--- src/rtl/pbs_battle_ctrl.sv ---
// pbs_battle_ctrl: turn-sequencing controller for the PBS battle datapath.
// It turns a player confirm into one resolved player turn followed by an AI turn,
// drives the datapath strobes, and reports the battle outcome to display logic.
// Optional build macro: PBS_HEAL_LIMIT_EN limits heals to HEAL_MAX per battle.
// Outputs are registered: they are decoded from the next state and loaded on the
// same edge as the state register, so they always match the visible state.
module pbs_battle_ctrl #(
    parameter int unsigned MAX_TURNS = 15,
`ifdef PBS_HEAL_LIMIT_EN
    parameter int unsigned HEAL_MAX  = 3,
`endif
    parameter int unsigned AI_DELAY  = 3
) (
    input  logic       clk,
    input  logic       rst,
    input  logic       go,
    input  logic [1:0] action,
    input  logic [1:0] move_sel,
    input  logic       ai_dead,
    input  logic       p_dead,
    input  logic       catch_success,
    output logic [1:0] p_move,
    output logic       actr,
    output logic       heal,
    output logic       catch,
    output logic       app_ai_dmg,
    output logic       app_pl_dmg,
    output logic       load_ai_hp,
    output logic       target,
    output logic       stop,
    output logic       dp_rst_n,
    output logic [3:0] state,
    output logic [3:0] turn_cnt,
    output logic       done,
    output logic [1:0] result,
    output logic       heal_denied
);

    typedef enum logic [3:0] {
        S_LOAD    = 4'd0,
        S_PWAIT   = 4'd1,
        S_PATK    = 4'd2,
        S_PCHK    = 4'd3,
        S_PHEAL   = 4'd4,
        S_PCATCH  = 4'd5,
        S_CCHK    = 4'd6,
        S_AIDLY   = 4'd7,
        S_AATK    = 4'd8,
        S_ACHK    = 4'd9,
        S_WIN     = 4'd10,
        S_LOSE    = 4'd11,
        S_CAUGHT  = 4'd12,
        S_TIMEOUT = 4'd13
    } state_t;

    // Moore output bundle, one field per registered output.
    typedef struct packed {
        logic       actr;
        logic       heal;
        logic       catch;
        logic       app_ai_dmg;
        logic       app_pl_dmg;
        logic       load_ai_hp;
        logic       target;
        logic       stop;
        logic       dp_rst_n;
        logic       done;
        logic [1:0] result;
    } out_t;

    // AI_DELAY of 0 and 1 both give a single cycle in S_AIDLY.
    localparam logic [3:0] DLY_LAST  = (AI_DELAY == 0) ? 4'd0 : 4'(AI_DELAY - 1);
    localparam logic [3:0] TURN_LAST = 4'(MAX_TURNS - 1);
    localparam logic [3:0] TURN_MAX  = 4'(MAX_TURNS);

    state_t     state_q, state_d;
    out_t       out_q, out_d;
    logic       go_q;
    logic       go_rise;
    logic [3:0] dly_q;
    logic [3:0] turn_q;
    logic [1:0] p_move_q;
    logic       heal_ok;

`ifdef PBS_HEAL_LIMIT_EN
    localparam int unsigned HEAL_W =
        ($clog2(HEAL_MAX + 1) < 2) ? 2 : $clog2(HEAL_MAX + 1);
    localparam logic [HEAL_W-1:0] HEAL_LIM = HEAL_W'(HEAL_MAX);

    logic [HEAL_W-1:0] heal_cnt_q;
    logic              heal_denied_q;

    assign heal_ok     = (heal_cnt_q != HEAL_LIM);
    assign heal_denied = heal_denied_q;
`else
    assign heal_ok     = 1'b1;
    assign heal_denied = 1'b0;
`endif

    assign go_rise = go & ~go_q;

    // Output decode for a given state; only ever called with a legal state.
    function automatic out_t decode(input state_t s);
        out_t o;
        o            = '0;
        o.stop       = 1'b1;
        o.dp_rst_n   = 1'b1;
        case (s)
            S_LOAD: begin
                o.dp_rst_n   = 1'b0;
                o.load_ai_hp = 1'b1;
            end
            S_PWAIT:  o.stop = 1'b0;
            S_PATK: begin
                o.target     = 1'b1;
                o.app_ai_dmg = 1'b1;
            end
            S_PHEAL:  o.heal = 1'b1;
            S_PCATCH: begin
                o.catch  = 1'b1;
                o.target = 1'b1;
            end
            S_AIDLY:  o.actr = 1'b1;
            S_AATK: begin
                o.actr       = 1'b1;
                o.app_pl_dmg = 1'b1;
            end
            S_ACHK:   o.actr = 1'b1;
            S_WIN: begin
                o.done   = 1'b1;
                o.result = 2'b00;
            end
            S_LOSE: begin
                o.done   = 1'b1;
                o.result = 2'b01;
            end
            S_CAUGHT: begin
                o.done   = 1'b1;
                o.result = 2'b10;
            end
            S_TIMEOUT: begin
                o.done   = 1'b1;
                o.result = 2'b11;
            end
            default: o.stop = 1'b1;
        endcase
        return o;
    endfunction

    // Next-state logic for the turn sequence.
    always_comb begin
        state_d = S_LOAD;
        case (state_q)
            S_LOAD:  state_d = S_PWAIT;
            S_PWAIT: begin
                state_d = S_PWAIT;
                if (go_rise) begin
                    unique case (action)
                        2'b00: state_d = S_PATK;
                        2'b01: state_d = heal_ok ? S_PHEAL : S_PWAIT;
                        2'b10: state_d = S_PCATCH;
                        2'b11: state_d = S_PWAIT;
                        default: state_d = S_PWAIT;
                    endcase
                end
            end
            S_PATK:   state_d = S_PCHK;
            S_PCHK:   state_d = ai_dead ? S_WIN : S_AIDLY;
            S_PHEAL:  state_d = S_AIDLY;
            S_PCATCH: state_d = S_CCHK;
            S_CCHK:   state_d = catch_success ? S_CAUGHT : S_AIDLY;
            S_AIDLY:  state_d = (dly_q == DLY_LAST) ? S_AATK : S_AIDLY;
            S_AATK:   state_d = S_ACHK;
            S_ACHK: begin
                if (p_dead) begin
                    state_d = S_LOSE;
                end else if (turn_q == TURN_LAST) begin
                    state_d = S_TIMEOUT;
                end else begin
                    state_d = S_PWAIT;
                end
            end
            S_WIN, S_LOSE, S_CAUGHT, S_TIMEOUT: state_d = go_rise ? S_LOAD : state_q;
            default:  state_d = S_LOAD;
        endcase
        out_d = decode(state_d);
    end

    // State, counters, move latch and registered outputs.
    always_ff @(posedge clk) begin
        if (!rst) begin
            state_q  <= S_LOAD;
            out_q    <= decode(S_LOAD);
            go_q     <= 1'b0;
            dly_q    <= 4'd0;
            turn_q   <= 4'd0;
            p_move_q <= 2'b00;
`ifdef PBS_HEAL_LIMIT_EN
            heal_cnt_q    <= '0;
            heal_denied_q <= 1'b0;
`endif
        end else begin
            state_q <= state_d;
            out_q   <= out_d;
            go_q    <= go;

            if (state_q == S_PWAIT && go_rise) begin
                p_move_q <= move_sel;
            end

            // Delay counter runs only while waiting for the AI and clears on exit.
            if (state_q == S_AIDLY && dly_q != DLY_LAST) begin
                dly_q <= dly_q + 4'd1;
            end else begin
                dly_q <= 4'd0;
            end

            // Rounds complete in S_ACHK when the player survives; saturates at MAX_TURNS.
            if (state_q == S_LOAD) begin
                turn_q <= 4'd0;
            end else if (state_q == S_ACHK && !p_dead && turn_q != TURN_MAX) begin
                turn_q <= turn_q + 4'd1;
            end

`ifdef PBS_HEAL_LIMIT_EN
            if (state_q == S_LOAD) begin
                heal_cnt_q <= '0;
            end else if (state_q == S_PHEAL && heal_ok) begin
                heal_cnt_q <= heal_cnt_q + 1'b1;
            end
            heal_denied_q <= (state_q == S_PWAIT) && go_rise && (action == 2'b01) && !heal_ok;
`endif
        end
    end

    assign state      = state_q;
    assign turn_cnt   = turn_q;
    assign p_move     = p_move_q;
    assign actr       = out_q.actr;
    assign heal       = out_q.heal;
    assign catch      = out_q.catch;
    assign app_ai_dmg = out_q.app_ai_dmg;
    assign app_pl_dmg = out_q.app_pl_dmg;
    assign load_ai_hp = out_q.load_ai_hp;
    assign target     = out_q.target;
    assign stop       = out_q.stop;
    assign dp_rst_n   = out_q.dp_rst_n;
    assign done       = out_q.done;
    assign result     = out_q.result;

endmodule

--- config.mk ---
export PLATFORM = sky130hd
export DESIGN_NAME = pbs_battle_ctrl
export DESIGN_NICKNAME = d
export VERILOG_FILES = /design/src/rtl/pbs_battle_ctrl.sv
export SDC_FILE = /design/constraint.sdc
export NUM_CORES = 1
export LEC_CHECK = 0
export BUFFER_PORTS_ARGS = -buffer_cell sky130_fd_sc_hd__buf_4
export CORE_ASPECT_RATIO = 0.8
export CORE_MARGIN = 10
export CORE_UTILIZATION = 51
export CTS_CLUSTER_DIAMETER = 30
export CTS_CLUSTER_SIZE = 40
export DETAILED_ROUTE_END_ITERATION = 8
export GPL_ROUTABILITY_DRIVEN = 0
export PLACE_DENSITY = 0.77
export SLEW_MARGIN = 20
export SYNTH_ARGS = -nofsm -noshare
export SYNTH_HDL_FRONTEND = slang
export SYNTH_SLANG_ARGS = --single-unit
--- constraint.sdc ---
create_clock -name clk -period 2.1 [get_ports clk]
set_clock_uncertainty 0.1 [all_clocks]
set_input_delay 0.105 -clock clk [delete_from_list [all_inputs] [get_ports clk]]
set_output_delay 0.105 -clock clk [all_outputs]
set_load 0.02 [all_outputs]
==> results.env <==
COREAREA_SQ_UM=2420
FILLCELLCOUNT=194
HOLDPATHEND='turn_cnt[2]'
FINAL_UTIL=0.710
GLOBAL_ROUTE.USAGE.TOTAL=0.123
CRITICAL_PATH_BUF_INV_COUNT=0
DIE_W_UM=76.1
FIN_CRIT_PS=2020
FINAL-INSTANCE-COUNT-EXCL-FILL=221
WL_PER_CELL_UM=14.1
BUFS_ON_LONGEST_CLOCK_PATH=2
REG_TO_REG_ENDPOINT='target'
WORSTSETUPENDPOINTTYPE='register'
ROUTE.FINAL.WIRE_LENGTH_MM=3.12
DIE_Y_UM=64.9
CRITICAL_PATH.SLOWEST_CELL='sky130_fd_sc_hd__or3_1'
GRT_MAX_DEGREE=17
VIAS=1150
STATUS='completed'
TIMING.CRITICAL_PATH.MAX_DELAY_FAMILY='simple AND/OR/NAND/NOR gates'
TIMING_WORST_SETUP_PATH_TYPE='reg2reg'
TIMING_HOLD_VIOLATIONS_FINAL=0
FLOORPLAN.DIE_AREA_SQ_UM=4940
MAX_STAGE_DELAY_PS=410
IR_WORST_VDD_mV=0.574
FIRST_PASS_ITERATION_COUNT_OF_THE_DETAILED_ROUTER=4
COMMONEST_NON_FILL_NON_TAP_CELL_IN_THE_LAYOUT='sky130_fd_sc_hd__buf_4'
POWER_DENSITY_nW_PER_UM2=714
GRT_FIRST_PASS_WIRELENGTH_MM=5.23
NETLIST-CELL-TYPE-COUNT=41
DRIVE_GT1_FRAC=0.286
TRITONCTS.NUM_BUFFERS=3
FINAL.SETUP.TNS_PS=0
CLOCK_LATENCY_PS=330
DETAILEDPLACE.WORSTSLACK_PS=-21.6
DRV_SLEW=0
CRIT_CHAIN='or3b_1 -> or2_1 -> or3_1 -> nand4_4 -> nand3b_1 -> a211oi_2'
AREA_OF_ALL_PLACED_CELLS_WITHOUT_FILLERS_SQ_UM=1720
ANTENNA_CELLS_INSERTED=0
INITIAL_UTIL=0.530
SYN2LAYOUT_AREA_GROWTH_PCT=33.8
TIMING.FINAL.SETUP_VIOLATIONS=0
DRV.MAX_CAP_VIOLATION_COUNT=0
ROWS=16
DRC_MARKERS=0
DP_CELLS=212
MOST_FREQUENT_CELLS_IN_THE_LAYOUT='38 x sky130_fd_sc_hd__buf_4, 27 x sky130_fd_sc_hd__dfxtp_1, 17 x sky130_fd_sc_hd__nor2_1'
TOTAL_CHIP_POWER_mW=1.23
DR.FIRST_ITER.DRC_COUNT=69
WORSTHOLDPATHTYPE='in2reg'
STARTPOINT='state[1]'
CRIT_PATH_MAX_FANOUT=9
MULTIINPUTGATEAREA_SQ_UM=742
YS_WARN_COUNT=0
CTS_TREE='built'
GRT_PASS1_VIAS=1125
ANTENNA_FOUND_INITIAL=0
SYN_INST=144
SYN-MEAN-INSTANCE-AREA_SQ_UM=8.92
CTS.SINK_COUNT=27
RESIDUAL_OVERFLOW_FROM_GLOBAL_ROUTING=0
SYNTH.FF_LATCH_COUNT=27
WORSTHOLDSTART='p_dead'
TOTAL_LEAKAGE_POWER_nW=0.749
REQUIRED_PS=2270
H-TREE-DEPTH=1
FIN_NETS=203
CTS.REPAIR_TIMING.SETUP_BUFFER_COUNT=0
POSTLAYOUTSETUPSLACKWORST_PS=75.5
VIASPERCELL=5.20
YOSYSSEQAREASHARE=0.421
CLK_ROOT_BUFFER_CELL='sky130_fd_sc_hd__clkbuf_4'
CLKTRANSATPATHREGS_PS=150
POSTSYNTHNETCOUNT=161
POST-DP-HPWL_MM=2.43
CRIT_ARRIVAL_PS=2190
TIMING.FMAX_MHz=494
PLACEDINSTANCEAREA_SQ_UM=1590
SETUP.REG_TO_REG.WORST_SLACK_PS=80
SYN_AREA_SQ_UM=1280
FIN_HOLD_WS_PS=64.2
CRITICAL_PATH.STARTPOINT_TYPE='register'
R2R_PATH_START='state[1]'
WHS_PATH_DEPTH=5
FINAL-SEQ-AREA_SQ_UM=541
WORST_R2R_PATH_DEPTH=6
FINAL.PERIOD_UTILIZATION=0.964
DRTANTENNAVIOLNETS=0
BOUNDARYPINS=33
PORTBUFFERS=31
layer usage:
layer | GRT usage | vias to the layer above | share of wire
met2 | 0.214 | 37 | 0.49
met5 | 0 | - | 0
met4 | 0.0324 | 0 | 0.012
met3 | 0.0510 | 4 | 0.074
met1 | 0.138 | 532 | 0.42
li1 | - | 577 | -
repair_timing:
| action | CTS | global route |
|---|---|---|
| gates cloned | 0 | 0 |
| setup endpoints to repair | 5 | 12 |
| resized for setup | 2 | 6 |
| hold buffers | 5 | 0 |
| endpoints found under the hold margin | 6 | 0 |
| pin swaps | 0 | 2 |
cells by family (layout without fill, tap and decap cells):
logic type	count (synthesis)	count (layout)	synth area share
AOI/OAI and AO/OA	23	23	0.122
xor gates and xnor gates	7	7	0.0477
adders and majority gates	7	7	0.0682
buffers and inverters	13	54	0.0409
DFF	27	27	0.421
muxes	2	2	0.0156
other	1	1	0.00292
and+or+nand+nor	64	64	0.282
where the power goes:
group	internal, mW	switching [mW]	leakage, nW
Sequential	0.551	0.0155	0.220
Clock	0.0729	0.154	0.0139
Combinational	0.190	0.243	0.515
registers in the layout, indices dropped and copies added (netlist names):
name        cells
dly_q           4
go_q            1
turn_cnt        4
state           4
p_move          2
target          1
done            1
stop            1
result          2
dp_rst_n        1
load_ai_hp      1
app_pl_dmg      1
heal            1
app_ai_dmg      1
actr            1
catch           1
worst max path at each step:
stage | to | cells after the start | slack, ps
detailed placement | result[1] | 7 | -20
global placement | result[1] | 7 | 70
global route | app_ai_dmg | 8 | -2
finish | target | 6 | 80
floorplan | app_pl_dmg | 6 | 8
CTS | app_ai_dmg | 8 | 50
layout make-up:
class,count,share of cell area
Clock buffer,3,0.0131
Clock inverter,1,0.00437
Timing Repair Buffer,43,0.195
Sequential cell,27,0.314
Inverter,7,0.0153
Tap cell,36,0.0262
Multi-Input combinational cell,104,0.432
synthesized netlist by cell type, drive strengths merged:
library cell	instances	area share
a211oi	3	0.021
a21o	1	0.0058
a21oi	4	0.016
a311oi	1	0.012
and2	3	0.015
and2b	1	0.0058
and3	6	0.029
and3b	2	0.014
buf	1	0.0058
clkbuf	5	0.015
conb	1	0.0029
dfxtp	27	0.42
ha	7	0.068
inv	7	0.020
mux2i	2	0.016
nand2	7	0.020
nand2b	1	0.0049
nand3	4	0.016
nand3b	5	0.029
nand4	2	0.015
nor2	18	0.053
nor2b	2	0.0097
nor3	5	0.023
nor3b	2	0.012
nor4bb	2	0.016
o21a	1	0.0058
o21ai	8	0.031
o21ba	1	0.0078
o22ai	2	0.0097
o31ai	1	0.0058
o41ai	1	0.0068
or2	2	0.0097
or3	1	0.0049
or3b	1	0.0068
xnor2	4	0.027
xor2	3	0.020
tightest hold or removal path: cells and delay by family:
| kind | cells | cell delay, ps |
|---|---|---|
| simple gates | 2 | 150 |
| compound gates | 1 | 50 |
| xor+xnor | 1 | 60 |
| buf+inv | 1 | 100 |
No activity file was read; power rests on OpenSTA's default activity.
